===== config.mk =====
export PLATFORM = sky130hd
export DESIGN_NAME = arcade_input_conditioner_flat
export DESIGN_NICKNAME = d
export VERILOG_FILES = /design/src/rtl/arcade_input_conditioner_if.sv /design/src/rtl/arcade_input_conditioner.sv /design/src/flat_wrapper.sv
export SDC_FILE = /design/constraint.sdc
export NUM_CORES = 1
export LEC_CHECK = 0
export BUFFER_PORTS_ARGS = -buffer_cell sky130_fd_sc_hd__buf_4
export CAP_MARGIN = 20
export CORE_AREA = 2 2 78 80
export CTS_CLUSTER_DIAMETER = 60
export DETAILED_ROUTE_END_ITERATION = 7
export DIE_AREA = 0 0 80 82
export GPL_ROUTABILITY_DRIVEN = 0
export PLACE_DENSITY = 0.87
export SETUP_SLACK_MARGIN = 0.3
export SYNTH_ARGS = -nofsm -noshare
export SYNTH_HDL_FRONTEND = slang
export SYNTH_SLANG_ARGS = --single-unit
export TNS_END_PERCENT = 100

===== constraint.sdc =====
create_clock -name clk_sys -period 3 [get_ports clk_sys]
set_clock_uncertainty 0.15 [all_clocks]
set_input_delay 0.15 -clock clk_sys [delete_from_list [all_inputs] [get_ports clk_sys]]
set_output_delay 0.15 -clock clk_sys [all_outputs]
set_load 0.005 [all_outputs]

===== src/rtl/arcade_input_conditioner_if.sv =====
// rtl/arcade_input_conditioner_if.sv - joystick/button bundle between hps_io and the conditioner
//
// Purpose: groups the joystick words, mode/autofire controls and the conditioned
// core-side outputs so the conditioner can be dropped between hps_io and the core.
// Signals:
//   joy_in         NPLAYERS*32  hps_io joystick words, player p at [32p+31:32p]
//   mode           2            stick mode select
//   autofire_en    NFIRE        per-fire-button autofire enable
//   ja             8            active-low stick word to core
//   btn            3            active-high {start1,start2,coin} to core
//   paused         1            pause latch
//   active_player  2            last player with a nonzero joystick word
// Modports: master drives the inputs and observes the outputs; slave is the conditioner.

interface arcade_input_conditioner_if #(
    parameter int NPLAYERS = 2,
    parameter int NFIRE    = 4
);
    logic [NPLAYERS*32-1:0] joy_in;
    logic [1:0]             mode;
    logic [NFIRE-1:0]       autofire_en;
    logic [7:0]             ja;
    logic [2:0]             btn;
    logic                   paused;
    logic [1:0]             active_player;

    modport master (
        output joy_in, mode, autofire_en,
        input  ja, btn, paused, active_player
    );

    modport slave (
        input  joy_in, mode, autofire_en,
        output ja, btn, paused, active_player
    );
endinterface


===== src/rtl/arcade_input_conditioner.sv =====
// rtl/arcade_input_conditioner.sv - registered joystick/button conditioner for Williams-family cores
//
// Purpose: ORs N player joystick words together, maps them onto the core's active-low
// JA word (move + aim nibbles) in one of three stick modes, stretches coin pulses,
// latches a pause toggle, applies per-button autofire and tracks the last active player.
// Ports:
//   clk_sys   in  system clock, all logic on the rising edge
//   reset     in  synchronous, active-high
//   bus       slave modport of arcade_input_conditioner_if (joy_in, mode, autofire_en
//             in; ja, btn, paused, active_player out)

module arcade_input_conditioner #(
    parameter int NPLAYERS     = 2,
    parameter int NFIRE        = 4,
    parameter int COIN_MIN_CYC = 600000,
    parameter int AUTOFIRE_DIV = 200000
) (
    input  logic                         clk_sys,
    input  logic                         reset,
    arcade_input_conditioner_if.slave    bus
);

    localparam int CW = $clog2(COIN_MIN_CYC + 1);
    localparam int AW = $clog2(AUTOFIRE_DIV + 1);
    localparam logic [CW-1:0] COIN_LOAD = CW'(COIN_MIN_CYC - 1);
    localparam logic [AW-1:0] AF_LAST   = AW'(AUTOFIRE_DIV - 1);

    // Combined (all-player) controls
    logic [3:0]       dir_all;
    logic [NFIRE-1:0] fire_all;
    logic             start1_all;
    logic             start2_all;
    logic             coin_all;
    logic             pause_all;

    // Per-player directions used by split mode
    logic [3:0]       dir_p0;
    logic [3:0]       dir_p1;

    logic [NFIRE-1:0] fire_out;
    logic [3:0]       aim;
    logic [3:0]       move;

    logic [1:0]       ap_next;
    logic             found;

    // Registered state
    logic [7:0]       ja_r;
    logic [2:1]       start_r;
    logic             coin_out_r;
    logic             paused_r;
    logic [1:0]       active_player_r;
    logic             coin_prev;
    logic             pause_prev;
    logic [CW-1:0]    coin_cnt;
    logic [AW-1:0]    af_cnt;
    logic             af_phase;

    logic             coin_edge;
    logic             pause_edge;
    logic             coin_load;
    logic             paused_next;

    // OR-combine every player and find the lowest-index active player.
    always_comb begin
        dir_all    = '0;
        fire_all   = '0;
        start1_all = 1'b0;
        start2_all = 1'b0;
        coin_all   = 1'b0;
        pause_all  = 1'b0;
        ap_next    = active_player_r;
        found      = 1'b0;
        for (int p = 0; p < NPLAYERS; p++) begin
            dir_all    = dir_all    | bus.joy_in[32*p +: 4];
            fire_all   = fire_all   | bus.joy_in[32*p+4 +: NFIRE];
            start1_all = start1_all | bus.joy_in[32*p+10];
            start2_all = start2_all | bus.joy_in[32*p+11];
            coin_all   = coin_all   | bus.joy_in[32*p+12];
            pause_all  = pause_all  | bus.joy_in[32*p+15];
            if (!found && (|bus.joy_in[32*p +: 32])) begin
                ap_next = 2'(p);
                found   = 1'b1;
            end
        end
    end

    assign dir_p0 = bus.joy_in[3:0];

    // With a single player there is no second stick; its direction reads as released.
    generate
        if (NPLAYERS > 1) begin : g_p1
            assign dir_p1 = bus.joy_in[35:32];
        end else begin : g_no_p1
            assign dir_p1 = 4'h0;
        end
    endgenerate

    // Autofire gates a held button with the square-wave phase; phase starts at 1
    // so a fresh press after reset fires immediately.
    assign fire_out = fire_all & (~bus.autofire_en | {NFIRE{af_phase}});

    // Nibble bit order follows the joystick word: bit0 R, bit1 L, bit2 D, bit3 U.
    always_comb begin
        aim  = ~{fire_out[0], fire_out[3], fire_out[1], fire_out[2]};
        move = ~dir_all;
        case (bus.mode)
            2'd1: aim = ~dir_all;
            2'd2: begin
                aim  = ~dir_p1;
                move = ~dir_p0;
            end
            default: ;
        endcase
    end

    assign coin_edge   = coin_all & ~coin_prev;
    assign pause_edge  = pause_all & ~pause_prev;
    // Only an idle stretcher accepts a new coin; edges mid-pulse never extend it.
    assign coin_load   = coin_edge && (coin_cnt == '0);
    assign paused_next = paused_r ^ pause_edge;

    always_ff @(posedge clk_sys) begin
        if (reset) begin
            ja_r            <= 8'hFF;
            start_r         <= 2'b00;
            coin_out_r      <= 1'b0;
            paused_r        <= 1'b0;
            active_player_r <= 2'd0;
            coin_prev       <= 1'b0;
            pause_prev      <= 1'b0;
            coin_cnt        <= '0;
            af_cnt          <= '0;
            af_phase        <= 1'b1;
        end else begin
            coin_prev       <= coin_all;
            pause_prev      <= pause_all;
            paused_r        <= paused_next;
            active_player_r <= ap_next;
            start_r         <= {start1_all, start2_all};

            // Stick is blanked in the same cycle the pause latch reads 1.
            ja_r <= paused_next ? 8'hFF : {aim, move};

            if (af_cnt == AF_LAST) begin
                af_cnt   <= '0;
                af_phase <= ~af_phase;
            end else begin
                af_cnt <= af_cnt + 1'b1;
            end

            // Loading COIN_MIN_CYC-1 plus the edge cycle itself gives exactly
            // COIN_MIN_CYC cycles of btn[0].
            if (coin_load) begin
                coin_cnt <= COIN_LOAD;
            end else if (coin_cnt != '0) begin
                coin_cnt <= coin_cnt - 1'b1;
            end
            coin_out_r <= (coin_cnt != '0) | coin_edge;
        end
    end

    assign bus.ja            = ja_r;
    assign bus.btn           = {start_r, coin_out_r};
    assign bus.paused        = paused_r;
    assign bus.active_player = active_player_r;

endmodule


===== src/flat_wrapper.sv =====
// flat-port wrapper written by rule: the top's interface ports become plain ports
module arcade_input_conditioner_flat 
#(
    parameter int NPLAYERS     = 2,
    parameter int NFIRE        = 4,
    parameter int COIN_MIN_CYC = 600000,
    parameter int AUTOFIRE_DIV = 200000
)
  (clk_sys, reset, bus_joy_in, bus_mode, bus_autofire_en, bus_ja, bus_btn, bus_paused, bus_active_player);
  arcade_input_conditioner_if #(.NPLAYERS(NPLAYERS), .NFIRE(NFIRE)) bus_i ();
  input  logic clk_sys;
  input  logic reset;
  input wire logic [$bits(bus_i.joy_in)-1:0] bus_joy_in;
  input wire logic [$bits(bus_i.mode)-1:0] bus_mode;
  input wire logic [$bits(bus_i.autofire_en)-1:0] bus_autofire_en;
  output wire logic [$bits(bus_i.ja)-1:0] bus_ja;
  output wire logic [$bits(bus_i.btn)-1:0] bus_btn;
  output wire logic [$bits(bus_i.paused)-1:0] bus_paused;
  output wire logic [$bits(bus_i.active_player)-1:0] bus_active_player;
  assign bus_i.joy_in = bus_joy_in;
  assign bus_i.mode = bus_mode;
  assign bus_i.autofire_en = bus_autofire_en;
  assign bus_ja = bus_i.ja;
  assign bus_btn = bus_i.btn;
  assign bus_paused = bus_i.paused;
  assign bus_active_player = bus_i.active_player;
  arcade_input_conditioner #(.NPLAYERS(NPLAYERS), .NFIRE(NFIRE), .COIN_MIN_CYC(COIN_MIN_CYC), .AUTOFIRE_DIV(AUTOFIRE_DIV)) u_core (.clk_sys(clk_sys), .reset(reset), .bus(bus_i));
endmodule

Word level (Yosys, flattened, before mapping) --
Cells that the tools add are included.
Storage, ports and cells: register bits after elaboration 54, latch bits 0, bits in writable memories 0, ROM bits 0, memories 0
Operators by class: add/sub/neg operators 2, multiply operators 0, div/mod/pow operators 0, order comparisons 0, equality and inequality tests 3, shifts and indexed selects 0, mux-type cells 7, bitwise operators 20, reductions and logical operators 12
Operators with widths (number):
- 32-bit OR reduction | 2
- 20-bit 2-to-1 mux | 2
- 20-bit logical NOT | 1
- 4-bit NOT | 5
- 20-bit nonzero test | 1
- 20-bit by 1-bit subtractor with 20-bit output, second input constant | 1
- 18-bit by 1-bit adder with 18-bit output, second input constant | 1
- 18-bit equality test, second input constant | 1
- 4-bit bitwise OR | 3
- 4-bit one-hot mux with 2 select lines | 1
- 2-bit OR reduction | 3
- 1-bit bitwise OR | 5
- 4-bit AND | 1
- 4-bit 2-to-1 mux | 1
- 2-bit nonzero test | 2
- 1-bit 2-to-1 mux | 3
- 1-bit NOT | 3
- 1-bit AND | 2
- 2-bit by 1-bit equality test with 1-bit output, second input constant | 1
- 2-bit equality test, second input constant | 1
- 1-bit logical AND | 2
- 1-bit logical NOT | 1
- 1-bit bitwise XOR | 1

Logic depth before layout (Yosys ltp) --
word-level depth 5, depth in mapped cells 8, gate-level depth less buffers 6

Worst setup path after synthesis --
OpenSTA, ideal clock, no wires.
path type reg-to-reg, start point register u_core.coin_cnt[0], end point register u_core.coin_cnt[11], library setup time 71 ps, arrival time 1695 ps, setup slack 1084 ps, stages on the path, launching flop included 8, path buffers 1, clock period less this slack 1916 ps, cell sequence dfxtp_1 inv_1 ha_1 nor2b_1 and4_1 buf_2 or4_1 a21oi_1
On the way: longest elaborated chain between the ends 3, elaborated cells on any way between the ends 5, those cells by class add/sub: 1; reduce/logical: 4
Ends and longest elaborated chain:
- start: declaration | line arcade_input_conditioner.sv:55 | logic [CW-1:0] coin_cnt;
- start signal: assignment | line arcade_input_conditioner.sv:157 | coin_cnt <= coin_cnt - 1'b1;
- branches (longest 3 deep; another with 20-bit by 1-bit subtractor with 20-bit output)
Parallel ways; which one is timed is not known. A chain may end at the register's enable or synchronous reset.

Worst setup path in the final report --
start point input port bus_joy_in[21], end point register u_core.active_player_r[0] (netlist: u_core.bus.active_player[0])
On the way: longest elaborated chain between the ends 5, elaborated cells on any way between the ends 6, those cells by class mux: 2; reduce/logical: 4
Ends and longest elaborated chain:
- start: declaration | line flat_wrapper.sv:13 | input wire logic [$bits(bus_i.joy_in)-1:0] bus_joy_in;
- 32-bit OR reduction (*) | line arcade_input_conditioner.sv:81 | if (!found && (|bus.joy_in[32*p +: 32])) begin
- 1-bit 2-to-1 mux | line arcade_input_conditioner.sv:81
- 1-bit logical NOT | line arcade_input_conditioner.sv:81
- 1-bit logical AND | line arcade_input_conditioner.sv:81
- 1-bit 2-to-1 mux or 2-bit nonzero test (tied branches)
- end signal: assignment | line arcade_input_conditioner.sv:139 | active_player_r <= ap_next;
- end: declaration | line arcade_input_conditioner.sv:52 | logic [1:0] active_player_r;
Every way passes the cells marked *; elsewhere a longest branch is shown, timed or not.

==> flow_metrics.py <==
metrics = {
    "outcome": {
        "outcome": "finished, final reports clean",
    },
    "timing": {
        "setup_viol": 0,
        "min_period_ps": 2370,
        "rsz0062_at_grt": "false",
        "fmax_ghz": 0.423,
        "finalSetupTns_ps": 0,
        "finalHoldViolations": 0,
        "slew_headroom_pct": 55.5,
        "period_share_pct": 78.9,
        "tightest_slew_ps": 667,
        "final_max_slew_viol_count": 0,
    },
    "logic_synthesis": {
        "ys_warn_count": 0,
        "postSynthCellCount": 327,
        "synth_top_area_share_pct": 38.9,
        "synthTopCellsByCount": "dfxtp_1, nor2_1, nor4_1",
        "yosysSeqAreaShare_pct": 38.9,
        "synth_top_flop_cell": "dfxtp_1",
        "synth_area_mm2": 0.00278,
        "async_reset_ff_share_pct": 0,
        "yosysMostFrequentCell": "dfxtp_1",
        "yosysTopAreaCell": "dfxtp_1",
        "synth_cell_types": 57,
        "synth-seq-cells": 54,
        "synth_edf_count": 0,
        "synth_nets": 404,
        "synth.top_cells.by_area": "dfxtp_1, nor4_1, nand4_1",
        "avgSynthCellArea_um2": 8.50,
    },
    "route": {
        "drt-pass1-iter-count": 5,
        "drt_iter0_drc": 247,
        "drt-total-wl_um": 8360,
        "drc": 0,
        "vias": 3043,
        "vias_per_cell": 6.01,
        "wire_per_inst_um": 16.5,
        "ant_nets": 0,
    },
    "floorplan": {
        "pin_count": 86,
        "num_rows": 28,
        "dieArea_mm2": 0.00656,
        "die_w_um": 80,
        "start_util_pct": 48.4,
        "core_area_mm2": 0.00575,
        "chipHeight_um": 82,
    },
    "cells_and_area": {
        "n_fill_cell": 427,
        "diodes": 0,
        "syn_to_final_growth_pct": 35.6,
        "drive_gt1_share_pct": 24.6,
        "nets": 507,
        "final_area_mm2": 0.00377,
    },
    "critical_path": {
        "cp_data_arrival_time_ps": 2490,
        "critPathLaunchType": "input port",
        "critPathMaxFanout": 1,
        "cp.required_ps": 3130,
        "crit_type": "input port to flip-flop",
        "critPathCaptureType": "flip-flop",
    },
    "clocking": {
        "cts_resized": 0,
        "htree_num_levels": 2,
        "clockBufferDepth": 2,
        "post_cts_buffers": 0,
        "worst_skew_pair.late_latency_ps": 330,
        "cts_tree": "done",
        "cts_sinks": 54,
        "cts-root-buf": "clkbuf_8",
        "cts_made_buffers": 5,
        "clkTransAtPathRegs_ps": 120,
    },
    "placed_design": {
        "io_buffers": 84,
        "dpl.hpwl_um": 5650,
        "place_area_mm2": 0.00344,
    },
    "power_and_ir_drop": {
        "p_int_mw": 1.50,
        "combinationalPowerShare_pct": 44.9,
        "p_switching_mw": 1.09,
        "p_seq_share_pct": 38.1,
        "leakagePower_nw": 1.47,
        "switching_share_pct": 42.2,
        "ir_worst_vdd_mv": 0.434,
        "pwr-share-clk_pct": 17.0,
        "pwr_density_cell_mw_per_mm2": 687,
    },
    "flow_run": {
        "max_cap_viol_count": 0,
    },
    "grt": {
        "gr-total-overflow": 0,
        "antenna_found_initial": 0,
        "groute.usage.overall_pct": 24.7,
        "grt_max_degree": 22,
        "grt_pass1_vias": 2873,
        "grt_pass1_wl_um": 12800,
    },
    "hold_path": {
        "holdCritPathClass": "input port to flip-flop",
    },
}
[state kept, by name (all words and copies together), names as in the netlist, 2 cells and up]
signal,count
u_core.af_cnt,18
u_core.coin_cnt,20
u_core.start_r,2
u_core.bus.ja,8
[power groups by stage]
stage	registers (mW)	clock network (mW)	logic (mW)
floorplan	0.965	0	0.821
detailed placement	0.995	0	1.10
finish	0.985	0.440	1.16
CTS	0.978	0.443	1.13
global placement	0.985	0	1.07
global route	1.00	0.472	1.27
[metrics by stage]
step	hold WS (ps)	total power, mW	cells	worst slack (ps)	util (%)
CTS	5.37	2.55	506	659	65.6
global route	19.7	2.75	506	551	65.6
global placement	219	2.05	475	908	59.9
finish	3.74	2.59	506	634	65.6
detailed placement	225	2.10	475	769	59.9
floorplan	112	1.79	327	1080	-
[area by class of cell]
cell class	count	area (um2)	area share [%]
Clock buffer	5	68.8	1.83
Clock inverter	3	26.3	0.697
Inverter	16	60.1	1.59
Multi-Input combinational cell	244	1560	41.5
Sequential cell	54	1080	28.7
Tap cell	75	93.8	2.49
Timing Repair Buffer	109	876	23.2
[cells in the final DEF (no fill, tap or decap), types with 2 or more instances in the layout]
cell type,instances
a21oi_1,19
nand2_1,18
inv_1,15
buf_4,86
o22ai_1,5
xnor2_1,5
nor2_1,30
o311ai_0,4
nor2b_1,5
o311a_1,2
and3_1,4
inv_6,2
a221oi_1,2
o31a_1,4
nor3_1,7
and4_1,4
xor2_1,7
dfxtp_1,54
nor4_1,20
nand3_1,9
a31oi_1,4
ha_1,5
nand4_1,19
clkbuf_8,5
or3_1,8
o41ai_1,2
o31ai_1,3
or4_1,4
o21ba_2,2
dlygate4sd3_1,23
o21bai_1,2
and2_1,2
nor4b_1,5
or4_4,2
a211oi_1,2
o21ai_0,19
[worst max-delay path, stage by stage]
cell,delay [ps]
dlygate4sd3_1,540
buf_4,130
or3_1,290
dlygate4sd3_1,550
nor4_1,240
dlygate4sd3_1,590
[routing by layer]
layer | track usage, % | routed length [um] | share of wire, %
met3 | 5.27 | 662 | 7.9
met1 | 27.0 | 3210 | 38
met5 | 0 | 0 | 0
met4 | 11.5 | 294 | 3.5
met2 | 45.7 | 4190 | 50
[path summary, 6_finish.rpt]
| check | startpoint | end | slack (ps) | cells after the start |
|---|---|---|---|---|
| worst max-delay path | bus_joy_in[21] | u_core.bus.active_player[0] | 630 | 6 |
| worst min-delay path | reset | u_core.coin_prev | 4 | 2 |
| worst max register to register | u_core.coin_cnt[16] | u_core.coin_cnt[8] | 750 | 4 |
| worst min register to register | u_core.af_cnt[0] | u_core.af_cnt[0] | 330 | 1 |
[timing repair]
| item | CTS | global route |
|---|---|---|
| endpoints found under the hold margin | 13 | 0 |
| hold buffers | 23 | 0 |
| setup endpoints to repair | 0 | 0 |
[logic make-up (layout without fill, tap and decap cells)]
| family | count (synthesis) | count (layout) | share of synthesized area (%) |
|---|---|---|---|
| AOI/OAI and AO/OA | 76 | 76 | 18.2 |
| xor gates and xnor gates | 12 | 12 | 3.78 |
| adders and majority gates | 5 | 5 | 2.25 |
| buffers and inverters | 29 | 133 | 4.86 |
| DFF | 54 | 54 | 38.9 |
| muxes | 1 | 1 | 0.360 |
| other | 1 | 1 | 0.135 |
| and+or+nand+nor | 149 | 149 | 31.5 |
(Power assumes the default switching activity.)
